<file path="src/rtl/ctrl_pkg.sv">
// ctrl_pkg
//   Shared definitions for the multi-cycle control sequencer:
//   - state_t        : sequencer states
//   - instr_class_t  : instruction classes recognised by the decoder
//   - opcode, ALU opcode and immediate-format constants
//   - bit positions inside the datapath status vector {p, o, cout, n, z}
//   - classify()     : maps an instruction word to its class
package ctrl_pkg;

  typedef enum logic [2:0] {
    ST_FETCH,
    ST_DECODE,
    ST_EXEC,
    ST_MEM,
    ST_WB,
    ST_HALT
  } state_t;

  typedef enum logic [2:0] {
    CLS_R,
    CLS_I,
    CLS_LOAD,
    CLS_STORE,
    CLS_BRANCH,
    CLS_ECALL,
    CLS_ILLEGAL
  } instr_class_t;

  localparam logic [6:0]  OPC_R      = 7'b0110011;
  localparam logic [6:0]  OPC_I      = 7'b0010011;
  localparam logic [6:0]  OPC_LOAD   = 7'b0000011;
  localparam logic [6:0]  OPC_STORE  = 7'b0100011;
  localparam logic [6:0]  OPC_BRANCH = 7'b1100011;
  localparam logic [31:0] ECALL_WORD = 32'h0000_0073;

  localparam logic [3:0] ALU_ADD = 4'b0000;
  localparam logic [3:0] ALU_SUB = 4'b0001;
  localparam logic [3:0] ALU_AND = 4'b0010;
  localparam logic [3:0] ALU_OR  = 4'b0011;
  localparam logic [3:0] ALU_XOR = 4'b0100;
  localparam logic [3:0] ALU_SLL = 4'b0101;
  localparam logic [3:0] ALU_SRL = 4'b0110;
  localparam logic [3:0] ALU_SRA = 4'b0111;
  localparam logic [3:0] ALU_SLT = 4'b1000;

  localparam logic [1:0] IMM_I = 2'b00;
  localparam logic [1:0] IMM_S = 2'b01;
  localparam logic [1:0] IMM_B = 2'b10;

  localparam int unsigned STATUS_Z    = 0;
  localparam int unsigned STATUS_N    = 1;
  localparam int unsigned STATUS_COUT = 2;
  localparam int unsigned STATUS_O    = 3;
  localparam int unsigned STATUS_P    = 4;

  // ECALL is matched on the full word; any other SYSTEM encoding is illegal.
  function automatic instr_class_t classify(input logic [31:0] word);
    instr_class_t cls;
    cls = CLS_ILLEGAL;
    if (word == ECALL_WORD) begin
      cls = CLS_ECALL;
    end else begin
      case (word[6:0])
        OPC_R:      cls = CLS_R;
        OPC_I:      cls = CLS_I;
        OPC_LOAD:   cls = CLS_LOAD;
        OPC_STORE:  cls = CLS_STORE;
        OPC_BRANCH: cls = CLS_BRANCH;
        default:    cls = CLS_ILLEGAL;
      endcase
    end
    return cls;
  endfunction

endpackage

</file>
<file path="src/rtl/alu_decoder.sv">
// alu_decoder
//   Purely combinational ALU control decode.
//   Ports:
//     cls        in  instruction class
//     funct3     in  instr[14:12]
//     funct7_b5  in  instr[30]
//     aluop      out ALU opcode
//     br_illegal out branch with an unsupported funct3
module alu_decoder
  import ctrl_pkg::*;
(
  input  instr_class_t cls,
  input  logic [2:0]   funct3,
  input  logic         funct7_b5,
  output logic [3:0]   aluop,
  output logic         br_illegal
);

  always_comb begin
    aluop      = ALU_ADD;
    br_illegal = 1'b0;
    case (cls)
      CLS_R, CLS_I: begin
        case (funct3)
          // funct7[5] selects SUB only for register-register ops; for
          // I-type bit 30 is immediate data.
          3'b000:  aluop = (cls == CLS_R && funct7_b5) ? ALU_SUB : ALU_ADD;
          3'b001:  aluop = ALU_SLL;
          // No unsigned compare in the ALU; SLTU shares the SLT code.
          3'b010,
          3'b011:  aluop = ALU_SLT;
          3'b100:  aluop = ALU_XOR;
          3'b101:  aluop = funct7_b5 ? ALU_SRA : ALU_SRL;
          3'b110:  aluop = ALU_OR;
          default: aluop = ALU_AND;
        endcase
      end
      CLS_BRANCH: begin
        aluop      = ALU_SUB;
        br_illegal = !(funct3 inside {3'b000, 3'b001, 3'b100, 3'b101});
      end
      default: aluop = ALU_ADD;
    endcase
  end

endmodule

</file>
<file path="src/rtl/ctrl_fsm.sv">
// ctrl_fsm
//   Multi-cycle control sequencer for the single-cycle datapath.
//   FETCH -> DECODE -> EXEC -> [MEM] -> [WB] -> FETCH, HALT absorbing.
//   Ports:
//     clk, rst (async, active low)
//     instr       in  instruction word from the datapath (latched in FETCH)
//     status      in  {p, o, cout, n, z}
//     pcsrc       out 0: PC+4, 1: PC+imm
//     alusrc      out 0: immediate, 1: rs2
//     aluop       out ALU opcode
//     memrw       out 1: RAM write
//     wb          out 0: RAM data, 1: ALU result
//     regrw       out register-file write enable
//     immgen_ctrl out immediate format (00 I, 01 S, 10 B)
//     pc_we       out one-cycle PC update strobe
//     halted      out sticky halt (ECALL or illegal)
//     illegal     out sticky illegal-instruction flag
//     instret     out retired-instruction count (wraps)
module ctrl_fsm
  import ctrl_pkg::*;
#(
  parameter int unsigned INSTRET_W = 16
) (
  input  logic                 clk,
  input  logic                 rst,
  input  logic [31:0]          instr,
  input  logic [4:0]           status,
  output logic                 pcsrc,
  output logic                 alusrc,
  output logic [3:0]           aluop,
  output logic                 memrw,
  output logic                 wb,
  output logic                 regrw,
  output logic [1:0]           immgen_ctrl,
  output logic                 pc_we,
  output logic                 halted,
  output logic                 illegal,
  output logic [INSTRET_W-1:0] instret
);

  state_t       state, state_nxt;
  logic [31:0]  ir;
  instr_class_t cls;
  logic [3:0]   dec_aluop;
  logic         br_illegal;
  logic         br_taken;

  logic         alusrc_nxt, memrw_nxt, wb_nxt, regrw_nxt, pc_we_nxt;
  logic [3:0]   aluop_nxt;
  logic [1:0]   imm_nxt;
  logic         set_halt, set_illegal;

  logic         unused_status;
  assign unused_status = status[STATUS_P] ^ status[STATUS_COUT];

  assign cls = classify(ir);

  alu_decoder u_alu_decoder (
    .cls        (cls),
    .funct3     (ir[14:12]),
    .funct7_b5  (ir[30]),
    .aluop      (dec_aluop),
    .br_illegal (br_illegal)
  );

  always_comb begin
    case (ir[14:12])
      3'b000:  br_taken = status[STATUS_Z];
      3'b001:  br_taken = !status[STATUS_Z];
      3'b100:  br_taken = status[STATUS_N] ^ status[STATUS_O];
      3'b101:  br_taken = !(status[STATUS_N] ^ status[STATUS_O]);
      default: br_taken = 1'b0;
    endcase
  end

  // The branch compare result only exists while the datapath performs the
  // EXEC-cycle subtraction, so pcsrc is the single output that looks at
  // status in the same cycle; it is still qualified by registered state.
  assign pcsrc = (state == ST_EXEC) && (cls == CLS_BRANCH) && br_taken;

  // Outputs are computed for the state being entered and registered with it.
  always_comb begin
    state_nxt   = state;
    alusrc_nxt  = 1'b0;
    aluop_nxt   = ALU_ADD;
    memrw_nxt   = 1'b0;
    wb_nxt      = 1'b0;
    regrw_nxt   = 1'b0;
    imm_nxt     = IMM_I;
    pc_we_nxt   = 1'b0;
    set_halt    = 1'b0;
    set_illegal = 1'b0;
    case (state)
      ST_FETCH: state_nxt = ST_DECODE;
      ST_DECODE: begin
        case (cls)
          CLS_R, CLS_I, CLS_LOAD, CLS_STORE, CLS_BRANCH: begin
            state_nxt  = ST_EXEC;
            aluop_nxt  = dec_aluop;
            alusrc_nxt = (cls == CLS_R) || (cls == CLS_BRANCH);
            imm_nxt    = (cls == CLS_STORE)  ? IMM_S :
                         (cls == CLS_BRANCH) ? IMM_B : IMM_I;
            pc_we_nxt  = (cls == CLS_BRANCH) && !br_illegal;
          end
          CLS_ECALL: begin
            state_nxt = ST_HALT;
            set_halt  = 1'b1;
          end
          default: begin
            state_nxt   = ST_HALT;
            set_halt    = 1'b1;
            set_illegal = 1'b1;
          end
        endcase
      end
      ST_EXEC: begin
        case (cls)
          CLS_BRANCH: begin
            if (br_illegal) begin
              state_nxt   = ST_HALT;
              set_halt    = 1'b1;
              set_illegal = 1'b1;
            end else begin
              state_nxt = ST_FETCH;
            end
          end
          CLS_LOAD, CLS_STORE: begin
            state_nxt = ST_MEM;
            aluop_nxt = dec_aluop;
            imm_nxt   = (cls == CLS_STORE) ? IMM_S : IMM_I;
            memrw_nxt = (cls == CLS_STORE);
            pc_we_nxt = (cls == CLS_STORE);
          end
          default: begin
            state_nxt  = ST_WB;
            aluop_nxt  = dec_aluop;
            alusrc_nxt = (cls == CLS_R);
            wb_nxt     = 1'b1;
            regrw_nxt  = 1'b1;
            pc_we_nxt  = 1'b1;
          end
        endcase
      end
      ST_MEM: begin
        if (cls == CLS_LOAD) begin
          state_nxt = ST_WB;
          aluop_nxt = dec_aluop;
          wb_nxt    = 1'b0;
          regrw_nxt = 1'b1;
          pc_we_nxt = 1'b1;
        end else begin
          state_nxt = ST_FETCH;
        end
      end
      ST_WB:   state_nxt = ST_FETCH;
      ST_HALT: state_nxt = ST_HALT;
      default: state_nxt = ST_FETCH;
    endcase
  end

  always_ff @(posedge clk or negedge rst) begin
    if (!rst) begin
      state       <= ST_FETCH;
      ir          <= '0;
      alusrc      <= 1'b0;
      aluop       <= ALU_ADD;
      memrw       <= 1'b0;
      wb          <= 1'b0;
      regrw       <= 1'b0;
      immgen_ctrl <= IMM_I;
      pc_we       <= 1'b0;
      halted      <= 1'b0;
      illegal     <= 1'b0;
      instret     <= '0;
    end else begin
      state       <= state_nxt;
      if (state == ST_FETCH) begin
        ir <= instr;
      end
      alusrc      <= alusrc_nxt;
      aluop       <= aluop_nxt;
      memrw       <= memrw_nxt;
      wb          <= wb_nxt;
      regrw       <= regrw_nxt;
      immgen_ctrl <= imm_nxt;
      pc_we       <= pc_we_nxt;
      halted      <= halted | set_halt;
      illegal     <= illegal | set_illegal;
      if (pc_we) begin
        instret <= instret + INSTRET_W'(1);
      end
    end
  end

endmodule

</file>
<file path="config.mk">
export PLATFORM = sky130hd
export DESIGN_NAME = ctrl_fsm
export DESIGN_NICKNAME = d
export VERILOG_FILES = /design/src/rtl/ctrl_pkg.sv /design/src/rtl/alu_decoder.sv /design/src/rtl/ctrl_fsm.sv
export SDC_FILE = /design/constraint.sdc
export NUM_CORES = 1
export LEC_CHECK = 0
export CORE_ASPECT_RATIO = 0.8
export CORE_UTILIZATION = 49
export CTS_CLUSTER_DIAMETER = 50
export DETAILED_ROUTE_END_ITERATION = 12
export GPL_TIMING_DRIVEN = 0
export HOLD_SLACK_MARGIN = 0.1
export PLACE_DENSITY = 0.79
export SYNTH_ARGS = -nofsm -noshare
export SYNTH_HDL_FRONTEND = slang
export SYNTH_SLANG_ARGS = --single-unit
</file>
<file path="constraint.sdc">
create_clock -name clk -period 2.6 [get_ports clk]
set_input_delay 0.52 -clock clk [delete_from_list [all_inputs] [get_ports clk]]
set_output_delay 0.52 -clock clk [all_outputs]
set_load 0.01 [all_outputs]
</file>
Yosys cells after proc, flatten, opt, wreduce, memory -nomap -nowiden
Cells that the tools add are included.

storage, ports and cells
  register bits after elaboration = 64
  latch bits = 0
  bits in writable memories = 0
  bits in read-only memories = 0
  bits of input ports = 39
  output and inout bits = 30
  logic and storage cells = 97
  memories kept = 0

cells by class
  $add $sub $neg = 1
  multipliers = 0
  divide/modulo/power cells = 0
  order comparisons = 0
  equality and inequality tests = 21
  shift-type cells = 0
  muxes and demuxes = 41
  bitwise logic cells = 3
  reductions and logical operators = 19

operators with widths
  kind                                                              count
  32-bit by 7-bit == test with 1-bit output, second input constant  1
  3-bit case mux with 5 select lines                                2
  4-bit case mux with 6 select lines                                1
  3-bit by 2-bit == test with 1-bit output, second input constant   6
  3-bit == test, second input constant                              6
  1-bit two-way mux                                                 17
  16-bit by 1-bit adder with 16-bit output, second input constant   1
  7-bit by 6-bit == test with 1-bit output, second input constant   2
  3-bit two-way mux                                                 4
  4-bit two-way mux                                                 3
  4-bit case mux with 3 select lines                                1
  1-bit case mux with 2 select lines                                5
  3-bit by 1-bit == test with 1-bit output, second input constant   3
  3-bit zero test                                                   3
  4-bit case mux with 2 select lines                                1
  7-bit by 2-bit == test with 1-bit output, second input constant   1
  7-bit by 5-bit == test with 1-bit output, second input constant   1
  7-bit == test, second input constant                              1
  2-bit two-way mux                                                 3
  3-bit case mux with 2 select lines                                1
  2-bit OR reduction                                                3
  6-bit OR reduction                                                1
  5-bit OR reduction                                                1
  1-bit logical AND                                                 4
  9 further kinds                                                   13

Longest topological paths before layout
  word-level depth = 10
  mapped depth = 6
  gate-level depth less buffers = 5

Hierarchy
From an unflattened synthesis, not the netlist that was laid out.

second synthesis, totals
  cell total of the unflattened synthesis = 254
  area total of the unflattened synthesis = 2962.8 sq um

modules (own cells, without submodules)
  module       times used  cells each  area an instance (sq um)  seq. area each (sq um)
  ctrl_fsm     1           239         2872.8                    1601.5
  alu_decoder  1           15          90.1                      0.0

Worst setup path after synthesis
Ideal clock, no wire load.

  kind = register to output
  start point = register state[2]
  end point = output pcsrc
  arrival = 1.580 ns
  path slack = 0.500 ns
  stages on the path, launching flop included = 7
  buffers on the path = 2
  cell sequence = dfrtp_1 buf_6 or3b_1 buf_2 nor3_1 nand2_1 nor3_1

on the way
  longest elaborated chain between the ends = 3

ends and longest elaborated chain
  what                                      RTL line         RTL
  from (decl)                               ctrl_fsm.sv:41   state_t state, state_nxt;
  from (signal assigned)                    ctrl_fsm.sv:176  state <= state_nxt;
  3-bit by 2-bit == test with 1-bit output  ctrl_fsm.sv:79   assign pcsrc = (state == ST_EXEC) && (cls == CLS_BRANCH) && br_taken;
  1-bit logical AND (2 in series)           ctrl_fsm.sv:79
  to (decl)                                 ctrl_fsm.sv:28   output logic pcsrc,

Every way passes these cells.

Worst setup path in the final report
Same ends and word-level chain as after synthesis.

==> impl_metrics.env <==
export IMPL_relSlewSlack_pct=49.29
export IMPL_cp_slowest_cell="dfrtp_1"
export IMPL_drtIter0Drc=139
export IMPL_synth_warning_count=0
export IMPL_synth_async_reset_ratio_pct=100.0
export IMPL_place_ws_ns=-0.01758
export IMPL_maxCapViolCount=0
export IMPL_dieArea_sq_um=6044
export IMPL_yosys_most_used_dff="dfrtp_1"
export IMPL_coreArea_sq_um=5495
export IMPL_outcome="completed"
export IMPL_wire_per_inst_um=14.34
export IMPL_cts_made_buffers=9
export IMPL_worstPathRequired_ns=2.08
export IMPL_postSynthAreaPerCell_sq_um=12.11
export IMPL_cp_buffers_inverters=3
export IMPL_period_share_pct=92.44
export IMPL_vias=2042
export IMPL_syn_area_sq_um=2810
export IMPL_cp_top_family="simple AND/OR/NAND/NOR gates"
export IMPL_tritoncts="built"
export IMPL_fin_ws_ns=0.1966
export IMPL_postRouteAntennaNets=0
export IMPL_layout_nets=350
export IMPL_place_inst=377
export IMPL_fp_dieH_um=69.74
export IMPL_rows=24
export IMPL_multi_input_area_sq_um=1137
export IMPL_synth_seq_cells=64
export IMPL_clkLatencyLatePin_ns=0.34
export IMPL_synth_edf_count=0
export IMPL_cts_hold_fix_buffers=0
export IMPL_fmax_ghz=0.4161
export IMPL_min_period_ns=2.403
export IMPL_die_w_um=86.67
export IMPL_worst_setup_path_type="flip-flop to primary output"
export IMPL_clock_path_buffers=2
export IMPL_worst_pin_slew_ns=0.7511
export IMPL_cts_htree_levels=3
export IMPL_syn2layout_area_growth_pct=34.42
export IMPL_syn_nets=272
export IMPL_worstPathArrival_ns=1.88
export IMPL_overflow=0
export IMPL_io_pins=69
export IMPL_vias_per_cell=5.209
export IMPL_grt_pass1_vias=2032
export IMPL_ff_latch_area_sq_um=1602
export IMPL_setup_worst_path_start_class="flip-flop"
export IMPL_postCtsSetupRepairBufs=0
export IMPL_dr_pass1_iters=4
export IMPL_grt_pass1_wl_um=9894
export IMPL_slew_violations=0
export IMPL_grtUsageTotal_pct=22.13
export IMPL_cp_end_kind="primary output"
export IMPL_final_hold_viol_count=0
export IMPL_clkTransAtPathRegs_ns=0.06
export IMPL_holdWs_ns=0.2069
export IMPL_cp_cell_sequence="buf_6 > or3b_1 > buf_2 > nor3_2 > nand2_1 > nor3_2 > buf_2"
export IMPL_grt_max_degree=38
export IMPL_drive_above_1_share_pct=19.75
export IMPL_utilization_pct=68.74
export IMPL_finalSetupViolations=0
export IMPL_peakVddDrop_mv=0.5233
export IMPL_drc=0
export IMPL_seq_area_frac_synth_pct=56.99
export IMPL_final_cell_mix="dfrtp_1, clkdlybuf4s50_1, mux2_2"
export IMPL_cts_sinks=64
export IMPL_power_leakage_nw=1.576
export IMPL_port_buffers=66
export IMPL_worst_path_max_fanout=8
export IMPL_start_util_pct=51.14
export IMPL_netlist_instances=232
export IMPL_p_per_area_nw_per_um2=908.8
export IMPL_critPathMaxStageDelay_ns=0.37
export IMPL_fin_skew_ns=0.01077
export IMPL_root_buffer="clkbuf_8"
export IMPL_place_gp_congestion=0.8020
export IMPL_final_cells=392
export IMPL_antenna_found_initial=0
export IMPL_hp_class="primary input to async pin"
export IMPL_hpwl_um=4189
export IMPL_synth_distinct_cells=44
export IMPL_fillCellCount=421
export IMPL_antenna_cells=0
export IMPL_rsz0062_at_grt="false"
export IMPL_totalWireLength_um=5621
export IMPL_fin_total_pwr_mw=3.433
-- metrics by stage --
step | setup TNS (ns) | area (sq um)
CTS | 0 | 3771
floorplan | 0 | 2810
global placement | -63.08 | 3568
finish | 0 | 3777
detailed placement | -0.01758 | 3583
global route | 0 | 3777
-- report_power, final --
group	switching [mW]	total, mW	internal (mW)
Clock	0.340	0.802	0.462
Sequential	0.222	1.52	1.29
Combinational	0.511	1.11	0.602
Total	1.07	3.43	2.36
-- what timing repair did --
item | 4_1_cts | 5_1_grt
resized for setup | 6 | 2
pin swaps | 0 | 1
endpoints found under the setup margin | 1 | 1
endpoints found under the hold margin | 0 | 0
-- final timing paths --
check	start	to	slack, ns	depth (start not counted)
max	state[2]	pcsrc	0.20	7
min	rst	regrw	0.21	1
max reg2reg	state[1]	ir[17]	0.74	4
min reg2reg	instret[15]	instret[15]	0.46	1
max in group asynchronous	rst	instret[11]	1.78	2
min in group clk	instret[15]	instret[15]	0.46	1
-- flip-flops by register name (all words and copies together), names as in the netlist --
signal,count
ir,32
instret,16
aluop,4
state,3
immgen_ctrl,2
alusrc,1
halted,1
illegal,1
memrw,1
pc_we,1
regrw,1
wb,1
-- Yosys cell counts, types with 2 or more instances --
library cell | instances | share of area [%]
nor3_1 | 7 | 1.2
nand4_1 | 6 | 1.3
nor2b_1 | 4 | 0.89
nor4_1 | 7 | 1.6
nand2_1 | 13 | 1.7
o21ai_0 | 4 | 0.71
inv_1 | 5 | 0.67
dfrtp_1 | 64 | 57
nor2_1 | 13 | 1.7
a31oi_1 | 3 | 0.67
buf_2 | 5 | 0.89
and3_1 | 3 | 0.67
o311ai_0 | 2 | 0.62
xnor2_1 | 11 | 3.4
nand3_1 | 7 | 1.2
a21oi_1 | 4 | 0.71
nor3b_1 | 2 | 0.53
and4_1 | 2 | 0.62
clkbuf_1 | 4 | 0.53
mux2_2 | 31 | 12
or3b_1 | 2 | 0.62
xor2_1 | 7 | 2.2
nand2b_1 | 5 | 1.1
-- cell families after synthesis --
family / count (synthesis) / synth area share [%]
flip-flops: 64 / 56.99
AO/OA/AOI/OAI: 23 / 5.833
XOR/XNOR: 18 / 5.610
buffers and inverters: 17 / 2.894
AND/OR/NAND/NOR: 78 / 15.81
multiplexers: 31 / 12.42
adder cells (fa/ha/maj): 1 / 0.4452
-- cell type report --
type                       instances  share of cell area [%]
sequential                        64                   42.40
multi-input combinational        151                   30.11
timing repair buffer              67                   17.75
clock buffer                      12                   3.842
tap                               78                   2.584
buffer                            12                   1.689
clock inverter                     3                   1.126
inverter                           5                  0.4969
-- worst reg2reg max path, cell delays in order, from the launching register on --
cell and delay [ns]:
dfrtp_1 0.38, clkbuf_1 0.21, nor3_2 0.44, buf_2 0.34, mux2_2 0.37
-- routing by layer --
| metal | GRT usage (%) | up-vias | wire [um] |
|---|---|---|---|
| met4 | 9.259 | 0 | 89 |
| met5 | 0 | - | 0 |
| met3 | 8.095 | 9 | 345 |
| met1 | 30.37 | 980 | 2604 |
| li1 | - | 987 | - |
| met2 | 31.66 | 66 | 2582 |
No activity file was read; power rests on OpenSTA's default activity.
